===== src/rtl/lsu_pkg.sv =====
`default_nettype none
// ============================================================================
// Module      : lsu_pkg
// Description : Shared funct3 codes, ram size-select codes, FSM encoding and
//               request-decoding helpers for the load/store port.
// Revision    : 1.0 - initial release
// ============================================================================
package lsu_pkg;

    localparam logic [2:0] F3_B  = 3'b000;
    localparam logic [2:0] F3_H  = 3'b001;
    localparam logic [2:0] F3_W  = 3'b010;
    localparam logic [2:0] F3_BU = 3'b100;
    localparam logic [2:0] F3_HU = 3'b101;

    localparam logic [1:0] BS_BYTE = 2'd0;
    localparam logic [1:0] BS_HALF = 2'd1;
    localparam logic [1:0] BS_WORD = 2'd2;

    typedef enum logic [1:0] {
        IDLE   = 2'd0,
        ACCESS = 2'd1,
        RESP   = 2'd2
    } state_t;

    // Access width in bytes; only meaningful for legal width codes.
    function automatic logic [2:0] access_bytes(input logic [1:0] f3_lo);
        case (f3_lo)
            2'b00:   access_bytes = 3'd1;
            2'b01:   access_bytes = 3'd2;
            default: access_bytes = 3'd4;
        endcase
    endfunction

    function automatic logic [1:0] byte_sel_of(input logic [1:0] f3_lo);
        case (f3_lo)
            2'b00:   byte_sel_of = BS_BYTE;
            2'b01:   byte_sel_of = BS_HALF;
            default: byte_sel_of = BS_WORD;
        endcase
    endfunction

endpackage
`default_nettype wire


===== src/rtl/load_ext.sv =====
`default_nettype none
// ============================================================================
// Module      : load_ext
// Description : Sign/zero extension of raw ram read data per RISC-V funct3.
// Revision    : 1.0 - initial release
// ============================================================================
module load_ext
    import lsu_pkg::*;
(
    input  logic [2:0]  funct3,
    input  logic [31:0] raw_data,
    output logic [31:0] ext_data
);

    always_comb begin
        ext_data = raw_data;
        case (funct3)
            F3_B:    ext_data = {{24{raw_data[7]}},  raw_data[7:0]};
            F3_H:    ext_data = {{16{raw_data[15]}}, raw_data[15:0]};
            F3_BU:   ext_data = {24'd0, raw_data[7:0]};
            F3_HU:   ext_data = {16'd0, raw_data[15:0]};
            default: ext_data = raw_data;
        endcase
    end

endmodule
`default_nettype wire


===== src/rtl/lsu_port.sv =====
`default_nettype none
// ============================================================================
// Module      : lsu_port
// Description : Single-outstanding load/store port between a CPU request
//               channel and a byte-addressed ram with size select.
// Revision    : 1.0 - initial release
// ============================================================================
module lsu_port
    import lsu_pkg::*;
#(
    parameter int DEPTH = 256
) (
    input  logic        clk,
    input  logic        rst,
    input  logic        req_valid,
    output logic        req_ready,
    input  logic        req_we,
    input  logic [2:0]  req_funct3,
    input  logic [31:0] req_addr,
    input  logic [31:0] req_wdata,
    output logic        rsp_valid,
    input  logic        rsp_ready,
    output logic [31:0] rsp_rdata,
    output logic        rsp_err,
    output logic        mem_en,
    output logic        mem_we,
    output logic [1:0]  mem_byte_sel,
    output logic [31:0] mem_addr,
    output logic [31:0] mem_wdata,
    input  logic [31:0] mem_rdata
);

    localparam logic [32:0] c_depth = 33'(DEPTH);

    state_t      r_state;
    state_t      w_next;

    logic        r_we;
    logic [2:0]  r_funct3;
    logic        r_err;
    logic [31:0] r_rdata;
    logic [31:0] r_mem_addr;
    logic [31:0] r_mem_wdata;
    logic [1:0]  r_mem_sel;

    logic        w_accept;
    logic        w_bad_f3;
    logic        w_misalign;
    logic        w_oob;
    logic        w_reject;
    logic [32:0] w_end;
    logic [31:0] w_ext;

    // ------------------------------------------------------------------
    // Request legality, evaluated on the live request inputs
    // ------------------------------------------------------------------
    assign w_bad_f3   = (req_funct3 == 3'b011) || (req_funct3[2:1] == 2'b11)
                     || (req_we && req_funct3[2]);
    assign w_misalign = ((req_funct3[1:0] == 2'b01) && req_addr[0])
                     || ((req_funct3[1:0] == 2'b10) && (req_addr[1:0] != 2'b00));
    // 33-bit sum so an address near 2^32 cannot wrap back into range
    assign w_end      = {1'b0, req_addr} + {30'd0, access_bytes(req_funct3[1:0])};
    assign w_oob      = (w_end > c_depth);
    assign w_reject   = w_bad_f3 || w_misalign || w_oob;
    assign w_accept   = (r_state == IDLE) && req_valid;

    load_ext u_load_ext (
        .funct3   (r_funct3),
        .raw_data (mem_rdata),
        .ext_data (w_ext)
    );

    // ------------------------------------------------------------------
    // FSM
    // ------------------------------------------------------------------
    always_ff @(posedge clk or posedge rst) begin
        if (rst) begin
            r_state <= IDLE;
        end else begin
            r_state <= w_next;
        end
    end

    always_comb begin
        w_next    = r_state;
        req_ready = 1'b0;
        rsp_valid = 1'b0;
        mem_en    = 1'b0;
        mem_we    = 1'b0;
        case (r_state)
            IDLE: begin
                req_ready = 1'b1;
                if (req_valid) begin
                    w_next = w_reject ? RESP : ACCESS;
                end
            end
            ACCESS: begin
                mem_en = 1'b1;
                // Reset gates the write strobe without waiting for the edge
                mem_we = r_we && !rst;
                w_next = RESP;
            end
            RESP: begin
                rsp_valid = 1'b1;
                if (rsp_ready) begin
                    w_next = IDLE;
                end
            end
            default: w_next = IDLE;
        endcase
    end

    // ------------------------------------------------------------------
    // Request capture and response data
    // ------------------------------------------------------------------
    always_ff @(posedge clk or posedge rst) begin
        if (rst) begin
            r_we        <= 1'b0;
            r_funct3    <= 3'd0;
            r_err       <= 1'b0;
            r_rdata     <= 32'd0;
            r_mem_addr  <= 32'd0;
            r_mem_wdata <= 32'd0;
            r_mem_sel   <= BS_BYTE;
        end else begin
            if (w_accept) begin
                r_we     <= req_we;
                r_funct3 <= req_funct3;
                r_err    <= w_reject;
                r_rdata  <= 32'd0;
                // ram-side registers only move for requests that will access
                if (!w_reject) begin
                    r_mem_addr  <= req_addr;
                    r_mem_wdata <= req_wdata;
                    r_mem_sel   <= byte_sel_of(req_funct3[1:0]);
                end
            end
            if (r_state == ACCESS) begin
                r_rdata <= r_we ? 32'd0 : w_ext;
            end
        end
    end

    assign rsp_rdata    = r_rdata;
    assign rsp_err      = r_err;
    assign mem_addr     = r_mem_addr;
    assign mem_wdata    = r_mem_wdata;
    assign mem_byte_sel = r_mem_sel;

endmodule
`default_nettype wire


===== config.mk =====
export PLATFORM = sky130hd
export DESIGN_NAME = lsu_port
export DESIGN_NICKNAME = d
export VERILOG_FILES = /design/src/rtl/lsu_pkg.sv /design/src/rtl/load_ext.sv /design/src/rtl/lsu_port.sv
export SDC_FILE = /design/constraint.sdc
export NUM_CORES = 1
export LEC_CHECK = 0
export ABC_AREA = 1
export CELL_PAD_IN_SITES_DETAIL_PLACEMENT = 1
export CELL_PAD_IN_SITES_GLOBAL_PLACEMENT = 2
export CORE_ASPECT_RATIO = 0.7
export CORE_MARGIN = 8
export CORE_UTILIZATION = 21
export DETAILED_ROUTE_END_ITERATION = 7
export MAX_ROUTING_LAYER = met4
export PLACE_DENSITY = 0.83
export SLEW_MARGIN = 20
export SYNTH_ARGS = -nofsm -noshare
export SYNTH_HDL_FRONTEND = slang
export SYNTH_SLANG_ARGS = --single-unit

===== constraint.sdc =====
create_clock -name clk -period 3.1 [get_ports clk]
set_input_delay 0.465 -clock clk [delete_from_list [all_inputs] [get_ports clk]]
set_output_delay 0.465 -clock clk [all_outputs]
set_load 0.05 [all_outputs]

==> summary.md, run 1 <==
| Metric | Value |
|---|---|
| Cell area after synthesis | `approximately 5300 um2` |
| Initial antenna violation count | `4` |
| Post-Syn Nets | `~800` |
| Initial core utilization | `0.2110` |
| Final Hold Fails | `0` |
| Synth cell types | `30` |
| Worst Setup Path Type | `primary input to register` |
| Vias | `around 5600` |
| GRT overflow | `0` |
| Status | `completed` |
| H-tree lvl count | `3` |
| Critical Path RT | `3.36 ns` |
| Crit path largest cell delay | `~0.59 ns` |
| Power share of the clock group | `0.398` |
| # setup viols final | `0` |
| Placed instance area | `8010 um2` |
| Switching share of power | `0.2771` |
| IO buf count | `206` |
| Dpl ws | `-0.7426 ns` |
| P&R area growth vs syn | `59.94%` |
| Die area | `30890 um2` |
| Slew Limit Fails | `0` |
| Most common cell type on the critical path | `nand2_1` |
| Arrival time worst endpoint | `3.09 ns` |
| Startpoint types | `primary input` |
| Worst-case clock buffer depth | `2` |
| Per-cell routed wire length | `about 18 um` |
| Maximum vdd drop | `between 0.2 and 0.3 mV` |
| Clk root buf | `clkbuf_16` |
| Highest metal used | `met4` |
| CORE AREA | `roughly 25000 um2` |
| Post-cts hold buffer count | `0` |
| Origin of the worst setup path | `req_addr[3]` |
| NetSw | `between 800 and 900 uW` |
| Yosys top cell by area | `dfrtp_1` |
| Clock slew at reported path FFs | `about 0.08 ns` |
| Tcrit/Tclk final | `0.9151` |
| Worst hold margin | `roughly 0.47 ns` |
| Flop2flop setup slack | `approximately 1.1 ns` |
| Sequential share of the synthesized area | `0.4917` |
| Int Pwr | `between 2000 and 2500 uW` |
| Setup TNS | `0 ns` |
| Detail Route Antenna Nets | `0` |
| Critical path fanouts, max | `16` |
| Vias per cell | `~4.4` |
| Routability cong. | `about 0.8` |
| Drt total wl | `22940 um` |
| Clock buffers created by TritonCTS | `9` |
| Max Clk Rate | `0.3525 GHz` |
| Die span in y | `between 100 and 150 um` |
| Synthesized flop and latch total | `~110` |
| Setup WS post-layout | `0.2631 ns` |
| Combinational fraction of design power | `0.152` |
| Crit path time final | `between 2 and 3 ns` |
| TritonCTS clock tree | `built` |
| Tightest Pin Transition | `~0.7 ns` |
| Synth top area share | `0.4917` |
| Worst-Skew Late Latency | `around 0.36 ns` |
| Slowest CP cell | `clkdlybuf4s50_1` |
| Hold Path Class | `register to register` |
| First-pass GRT wire length | `roughly 34000 um` |
| Max Cap Violations | `0` |
| HPWL Detailed | `~16000 um` |
| Syn Inst Count | `between 700 and 800` |
| Nets | `between 1000 and 1500` |
| Metal1 wirelength | `11150 um` |
| FP Rows | `49` |
| Drt first pass iters | `4` |
| Slew HR | `0.5358` |
| Synth top area cells | `dfrtp_1 49%, nand2_1 16%, nand4_1 5.6%` |
| Worst setup EP type | `register` |
| PwrDens | `between 300 and 400 nW/um2` |
| Routed wl met3 | `~1800 um` |
| RSZ-0062 raised after global routing | `false` |
| Die W | `roughly 210 um` |
| DRC | `0` |
| Layout cells sized above 1 | `0.09787` |
| Tot Pwr | `3090 uW` |
| Routed length on met2 | `approximately 10000 um` |
| Syn_area_per_cell | `7.612 um2` |
| Hold Path Origin | `mem_addr[29]$_DFFE_PP0P_` |
| Clk sinks | `105` |
| Layout Skew | `roughly 0.013 ns` |
| Sequential power share | `0.450` |
| Cells along the critical path | `clkdlybuf4s50_1, nand2_1, nor2_4, inv_1, nor2_1, nand2_1, nor2_2, nand2_1, nand2_1, nand2_1, nor2_4, nand2_1, nor2_4, nand3_4, buf_6, nand2_1, nand2_1` |
| Top Ports | `a little over 200` |
| DR iter-0 viols | `296` |
| Largest net degree at the start of global routing | `around 110` |
| Number of synthesis warnings | `0` |
| All-Layer GR Usage | `0.1461` |
| Vias in the first global route | `between 5000 and 6000` |
| Worst reg2reg path startpoint | `r_state[1]$_DFFE_PP0P_` |
| Finished Cell Area | `between 8000 and 9000 um2` |
| Leak | `0.004106 uW` |
==> state kept, by name (all words and copies together), names as in the netlist <==
signal,flops
r_funct3,3
mem_wdata,32
mem_addr,32
mem_byte_sel,2
rsp_err,1
r_state,2
rsp_rdata,32
r_we,1
==> cell type report <==
cell class	count	area (um2)
diodes	4	10.01
clock buffers	9	225.2
clock inverters	7	83.83
fillers	3028	16770
inverters	77	292.8
multi-input cells	490	2366
flip-flops and latches	105	2628
well taps	331	414.1
repair buffers	252	2527
==> stage by stage <==
step	std cells	util
after floorplan	702	-
after detailed placement	1246	0.3164
after CTS	1262	0.3292
after global routing	1275	0.3376
final	1275	0.3376
after global placement	1246	0.3164
==> power groups by stage <==
stage | logic, uW | clock network, uW | registers [uW]
floorplan | 195 | 0 | 1410
global placement | 464 | 0 | 1420
detailed placement | 465 | 0 | 1420
CTS | 468 | 1280 | 1390
global route | 518 | 1320 | 1390
finish | 470 | 1230 | 1390
==> logic make-up (layout without fill, tap and decap cells) <==
group | Yosys count | after routing | synth area share
other | 0 | 4 | 0
buffers and inverters | 107 | 345 | 0.08195
AOI/OAI and AO/OA | 59 | 59 | 0.06275
and+or+nand+nor | 423 | 423 | 0.3463
xor gates and xnor gates | 4 | 4 | 0.006557
DFF | 105 | 105 | 0.4917
adders and majority gates | 4 | 4 | 0.01077
==> worst max-delay path: cells and delay by family <==
kind | cells | cell delay [ns]
buf+inv | 3 | 0.90
simple gates | 14 | 1.71
==> cells in the final DEF, fill, tap and decap left out, types with 2 or more instances in the layout <==
cell,count
nor2_2,3
o21ai_0,37
inv_1,67
buf_6,4
nor2_4,8
nand3b_1,8
xnor2_1,3
o21bai_1,2
nor3_1,5
dfrtp_1,105
diode_2,4
nor2_1,65
clkinv_1,3
nand4_1,48
nor3_2,2
a21oi_1,10
or2_2,2
dlymetal6s2s_1,4
buf_12,4
clkbuf_16,12
inv_2,6
inv_8,2
o21ai_1,3
a32o_1,7
inv_6,2
nand3_1,50
clkdlybuf4s50_1,200
nand2_1,227
buf_4,36
==> metal layers <==
layer	global-route usage	vias to the layer above
met1	0.1987	2672
met5	-	-
met3	0.05667	16
met4	0.03014	0
li1	-	2737
met2	0.2017	144
==> cell usage after synthesis <==
cell type	n
nand2_1	229
dfrtp_1	105
nor2_1	70
inv_1	69
nand3_1	50
nand4_1	48
o21ai_0	39
clkbuf_1	18
a21oi_1	10
buf_2	8
nand3b_1	8
a32o_1	7
nor3_1	6
inv_2	5
nor2_2	5
buf_6	3
clkinv_1	3
ha_1	3
xnor2_1	3
o21bai_1	2
or2_2	2
and3_1	1
buf_4	1
fa_1	1
nand3_2	1
nor2_4	1
nor3_2	1
nor4_1	1
o21ai_1	1
xor2_1	1
==> repair_timing <==
item	CTS	global route
cloned	0	7
pin swaps	0	8
setup buffers	0	2
gates resized for setup	7	22
setup endpoints to repair	69	69
==> final timing paths <==
| check | endpoint | depth (start not counted) |
|---|---|---|
| setup / recovery | mem_addr[8]$_DFFE_PP0P_ | 17 |
| hold / removal | mem_addr[29]$_DFFE_PP0P_ | 2 |
| setup reg to reg | rsp_rdata[24]$_DFFE_PP0P_ | 7 |
| hold reg to reg | mem_addr[29]$_DFFE_PP0P_ | 2 |
| max in group asynchronous | mem_addr[6]$_DFFE_PP0P_ | 3 |
| min in group asynchronous | rsp_rdata[11]$_DFFE_PP0P_ | 3 |
Note: power is estimated with default switching activity, not from simulation.
==> run 2: changes to the inputs <==
--- a/config.mk
+++ b/config.mk
@@ -10,10 +10,10 @@
 export CELL_PAD_IN_SITES_GLOBAL_PLACEMENT = 2
 export CORE_ASPECT_RATIO = 0.7
 export CORE_MARGIN = 8
-export CORE_UTILIZATION = 21
+export CORE_UTILIZATION = 26
 export DETAILED_ROUTE_END_ITERATION = 7
 export MAX_ROUTING_LAYER = met4
-export PLACE_DENSITY = 0.83
+export PLACE_DENSITY = 0.95
 export SLEW_MARGIN = 20
 export SYNTH_ARGS = -nofsm -noshare
 export SYNTH_HDL_FRONTEND = slang
==> constraint.sdc (replaced) <==
create_clock -name clk -period 3.4 [get_ports clk]
set_input_delay 0.51 -clock clk [delete_from_list [all_inputs] [get_ports clk]]
set_output_delay 0.51 -clock clk [all_outputs]
set_load 0.05 [all_outputs]
==> summary.md, run 2 (synthesized netlist as in run 1, its figures left out) <==
| Metric | Value |
|---|---|
| Tightest Pin Transition | `0.6241 ns (-0.07222 ns)` |
| Worst-Skew Late Latency | `0.34 ns (-0.02 ns)` |
| DR iter-0 viols | `329 (+11%)` |
| First-pass GRT wire length | `33420 um (-2.7%)` |
| Leak | `0.003957 uW (-3.6%)` |
| Worst Path Buf+Inv | `3 (unchanged)` |
| Layout Skew | `0.01217 ns (-0.0006728 ns)` |
| Nets | `1024 (-1.8%)` |
| Worst-case clock buffer depth | `2 (unchanged)` |
| Arrival time worst endpoint | `3.43 ns (+0.34 ns)` |
| Critical Path RT | `3.63 ns (+0.27 ns)` |
| Maximum vdd drop | `0.2854 mV (+11%)` |
| DRC | `0 (unchanged)` |
| GRT overflow | `0 (unchanged)` |
| Layout cells sized above 1 | `0.07166 (-0.02621)` |
| Cells on Worst Hold Path | `2 (unchanged)` |
| Flop2flop setup slack | `1.39 ns (+0.27 ns)` |
| CORE AREA | `20420 um2 (-19%)` |
| Per-cell routed wire length | `18.09 um (+0.56%)` |
| Top Ports | `207 (unchanged)` |
| Initial core utilization | `0.2616 (+0.05059)` |
| HPWL Detailed | `16320 um (-0.53%)` |
| Most frequent cells in the layout | `227 x nand2_1, 205 x clkdlybuf4s50_1, 105 x dfrtp_1` |
| TritonCTS clock tree | `built` |
| Drt first pass iters | `4 (unchanged)` |
| Detail Route Antenna Nets | `0 (unchanged)` |
| Slew HR | `0.5817 (+0.04588)` |
| Slowest CP cell | `clkdlybuf4s50_1` |
| IO buf count | `206 (unchanged)` |
| Hold Path Origin | `mem_addr[8]$_DFFE_PP0P_` |
| # setup viols final | `0 (unchanged)` |
| FP Rows | `44 (-10%)` |
| Routability cong. | `0.8749 (+7.2%)` |
| Crit path to | `mem_wdata[2]$_DFFE_PP0P_` |
| Reg area | `2628 um2 (unchanged)` |
| Reg2reg end | `rsp_rdata[20]$_DFFE_PP0P_` |
| Die W | `187.4 um (-9.3%)` |
| Final Hold Fails | `0 (unchanged)` |
| Status | `completed` |
| P&R area growth vs syn | `54.20%` |
| Cells along the critical path | `clkdlybuf4s50_1, nor2_1, ha_1, fa_1, nand3_1, nand2_1, nand2_1, nor2_4, buf_4, nand3b_1, nand2_1, nor2_1, nand3_1, nor2_4, nand3_4, buf_12, nand2_1, nand2_1` |
| Startpoint types | `primary input` |
| Initial antenna violation count | `0 (-4)` |
| Worst Setup Path Type | `primary input to register` |
| Critical path fanouts, max | `34 (+18)` |
| Crit path largest cell delay | `0.55 ns (-0.04 ns)` |
| All-Layer GR Usage | `0.1676 (+0.02156)` |
| R2R depth | `7 (unchanged)` |
| Most common cell type on the critical path | `nand2_1` |
| Hold Path Class | `register to register` |
| Filler cells | `2442 (-19%)` |
| Vias per cell | `4.713 (+7.9%)` |
| Largest net degree at the start of global routing | `106 (unchanged)` |
| Multi-input gate area | `2323 um2 (-1.8%)` |
| Clock slew at reported path FFs | `0.08 ns (about the same)` |
| Routed length on met2 | `9160 um (-5.8%)` |
| Worst setup EP type | `register` |
| Finished Cell Area | `8240 um2 (-3.6%)` |
| Clk root buf | `clkbuf_16` |
| PwrDens | `336.6 nW/um2 (-6.9%)` |
| Post-cts hold buffer count | `0 (unchanged)` |
| Clk sinks | `105 (unchanged)` |
| Vias in the first global route | `5920 (+0.24%)` |
| Critical Path Stages | `18 (+1)` |
| Vias | `5641 (+1.3%)` |
| Placed instance area | `7848 um2 (-2.0%)` |
| Max Cap Violations | `0 (unchanged)` |
| Routed wl met3 | `1847 um (+2.2%)` |
| Highest metal used | `met4` |
| Drt total wl | `21650 um (-5.6%)` |
| Tcrit/Tclk final | `0.9428` |
| Die area | `25470 um2 (-18%)` |
| Crit-path leading delay family | `simple AND/OR/NAND/NOR gates` |
| Diodes inserted | `0 (-4)` |
| H-tree lvl count | `3 (unchanged)` |
| Slew Limit Fails | `0 (unchanged)` |
| Max Clk Rate | `slightly above 0.3 GHz` |
| Origin of the worst setup path | `req_funct3[1]` |
| Metal1 wirelength | `10430 um (-6.5%)` |
| Die span in y | `135.9 um (-9.0%)` |
| Clock buffers created by TritonCTS | `9 (unchanged)` |
| Worst hold margin | `0.4758 ns (+0.005587 ns)` |
| Crit path time final | `~3.2 ns` |
| Worst reg2reg path startpoint | `r_state[1]$_DFFE_PP0P_` |
| Leading cell type in the layout, fill and taps excluded | `nand2_1` |
| Setup TNS | `0 ns (unchanged)` |
## run 2: cell count changes in the layout (fill, tap and decap cells not counted), moves of 3 or more
| cell | delta |
|---|---|
| buf_4 | -15 |
| buf_6 | -3 |
| clkdlybuf4s50_1 | +5 |
| diode_2 | -4 |
| dlymetal6s2s_1 | -3 |
| nor2_4 | -3 |
## run 2: report_power, final
part / total [uW] / leakage, uW / internal [uW] / switching, uW
logic: 409 / 0.00235 / 178 / 232
clock network: 1100 / 0.000153 / 538 / 560
registers: 1270 / 0.00145 / 1260 / 7.74
total: 2770 / 0.00396 / 1970 / 800
## run 2: cell type report
| type | count | area share |
|---|---|---|
| inverters | 77 | 0.03538 |
| well taps | 276 | 0.04191 |
| repair buffers | 233 | 0.2838 |
| clock inverters | 7 | 0.01078 |
| flip-flops and latches | 105 | 0.3189 |
| multi-input cells | 490 | 0.2820 |
| clock buffers | 9 | 0.02733 |
## run 2: per-layer routing
layer	GRT usage	up-vias
li1	-	2690
met1	0.2246	2776
met2	0.2435	163
met3	0.06176	12
met4	0.02331	0
met5	-	-
## run 2: how the worst min path moves through the flow
stage,endpoint,slack [ns]
after CTS,mem_addr[31]$_DFFE_PP0P_,0.48
after detailed placement,mem_addr[31]$_DFFE_PP0P_,0.46
after global placement,mem_addr[10]$_DFFE_PP0P_,0.45
after global routing,mem_addr[31]$_DFFE_PP0P_,0.50
after floorplan,r_funct3[0]$_DFFE_PP0P_,0.47
final,mem_addr[8]$_DFFE_PP0P_,0.48
## run 2: per-stage QoR
stage,util,total power [uW],setup WS [ns],std cells
CTS,0.3996,2818,0.1040,1195
global placement,0.3842,1695,-0.2093,1179
detailed placement,0.3842,1702,-0.2485,1179
finish,0.4035,2774,0.1945,1197
global route,0.4035,2902,-0.01719,1197
floorplan,-,1467,0.09363,702
## run 2: timing repair
item                                    in CTS  in global routing
resized for setup                            0                 12
buffers inserted                             0                  0
endpoints found under the setup margin       0                 69
## run 2: tightest hold or removal path, cell delays in order (launching register included)
cell and delay [ns]:
dfrtp_1 0.35, nand2_1 0.05, nand2_1 0.04
==> run 3: changes to the inputs <==
--- a/config.mk
+++ b/config.mk
@@ -18,3 +18,4 @@
 export SYNTH_ARGS = -nofsm -noshare
 export SYNTH_HDL_FRONTEND = slang
 export SYNTH_SLANG_ARGS = --single-unit
+export TNS_END_PERCENT = 1
==> results of run 3 <==
Final layout, timing and power as in run 2 (identical DEF).
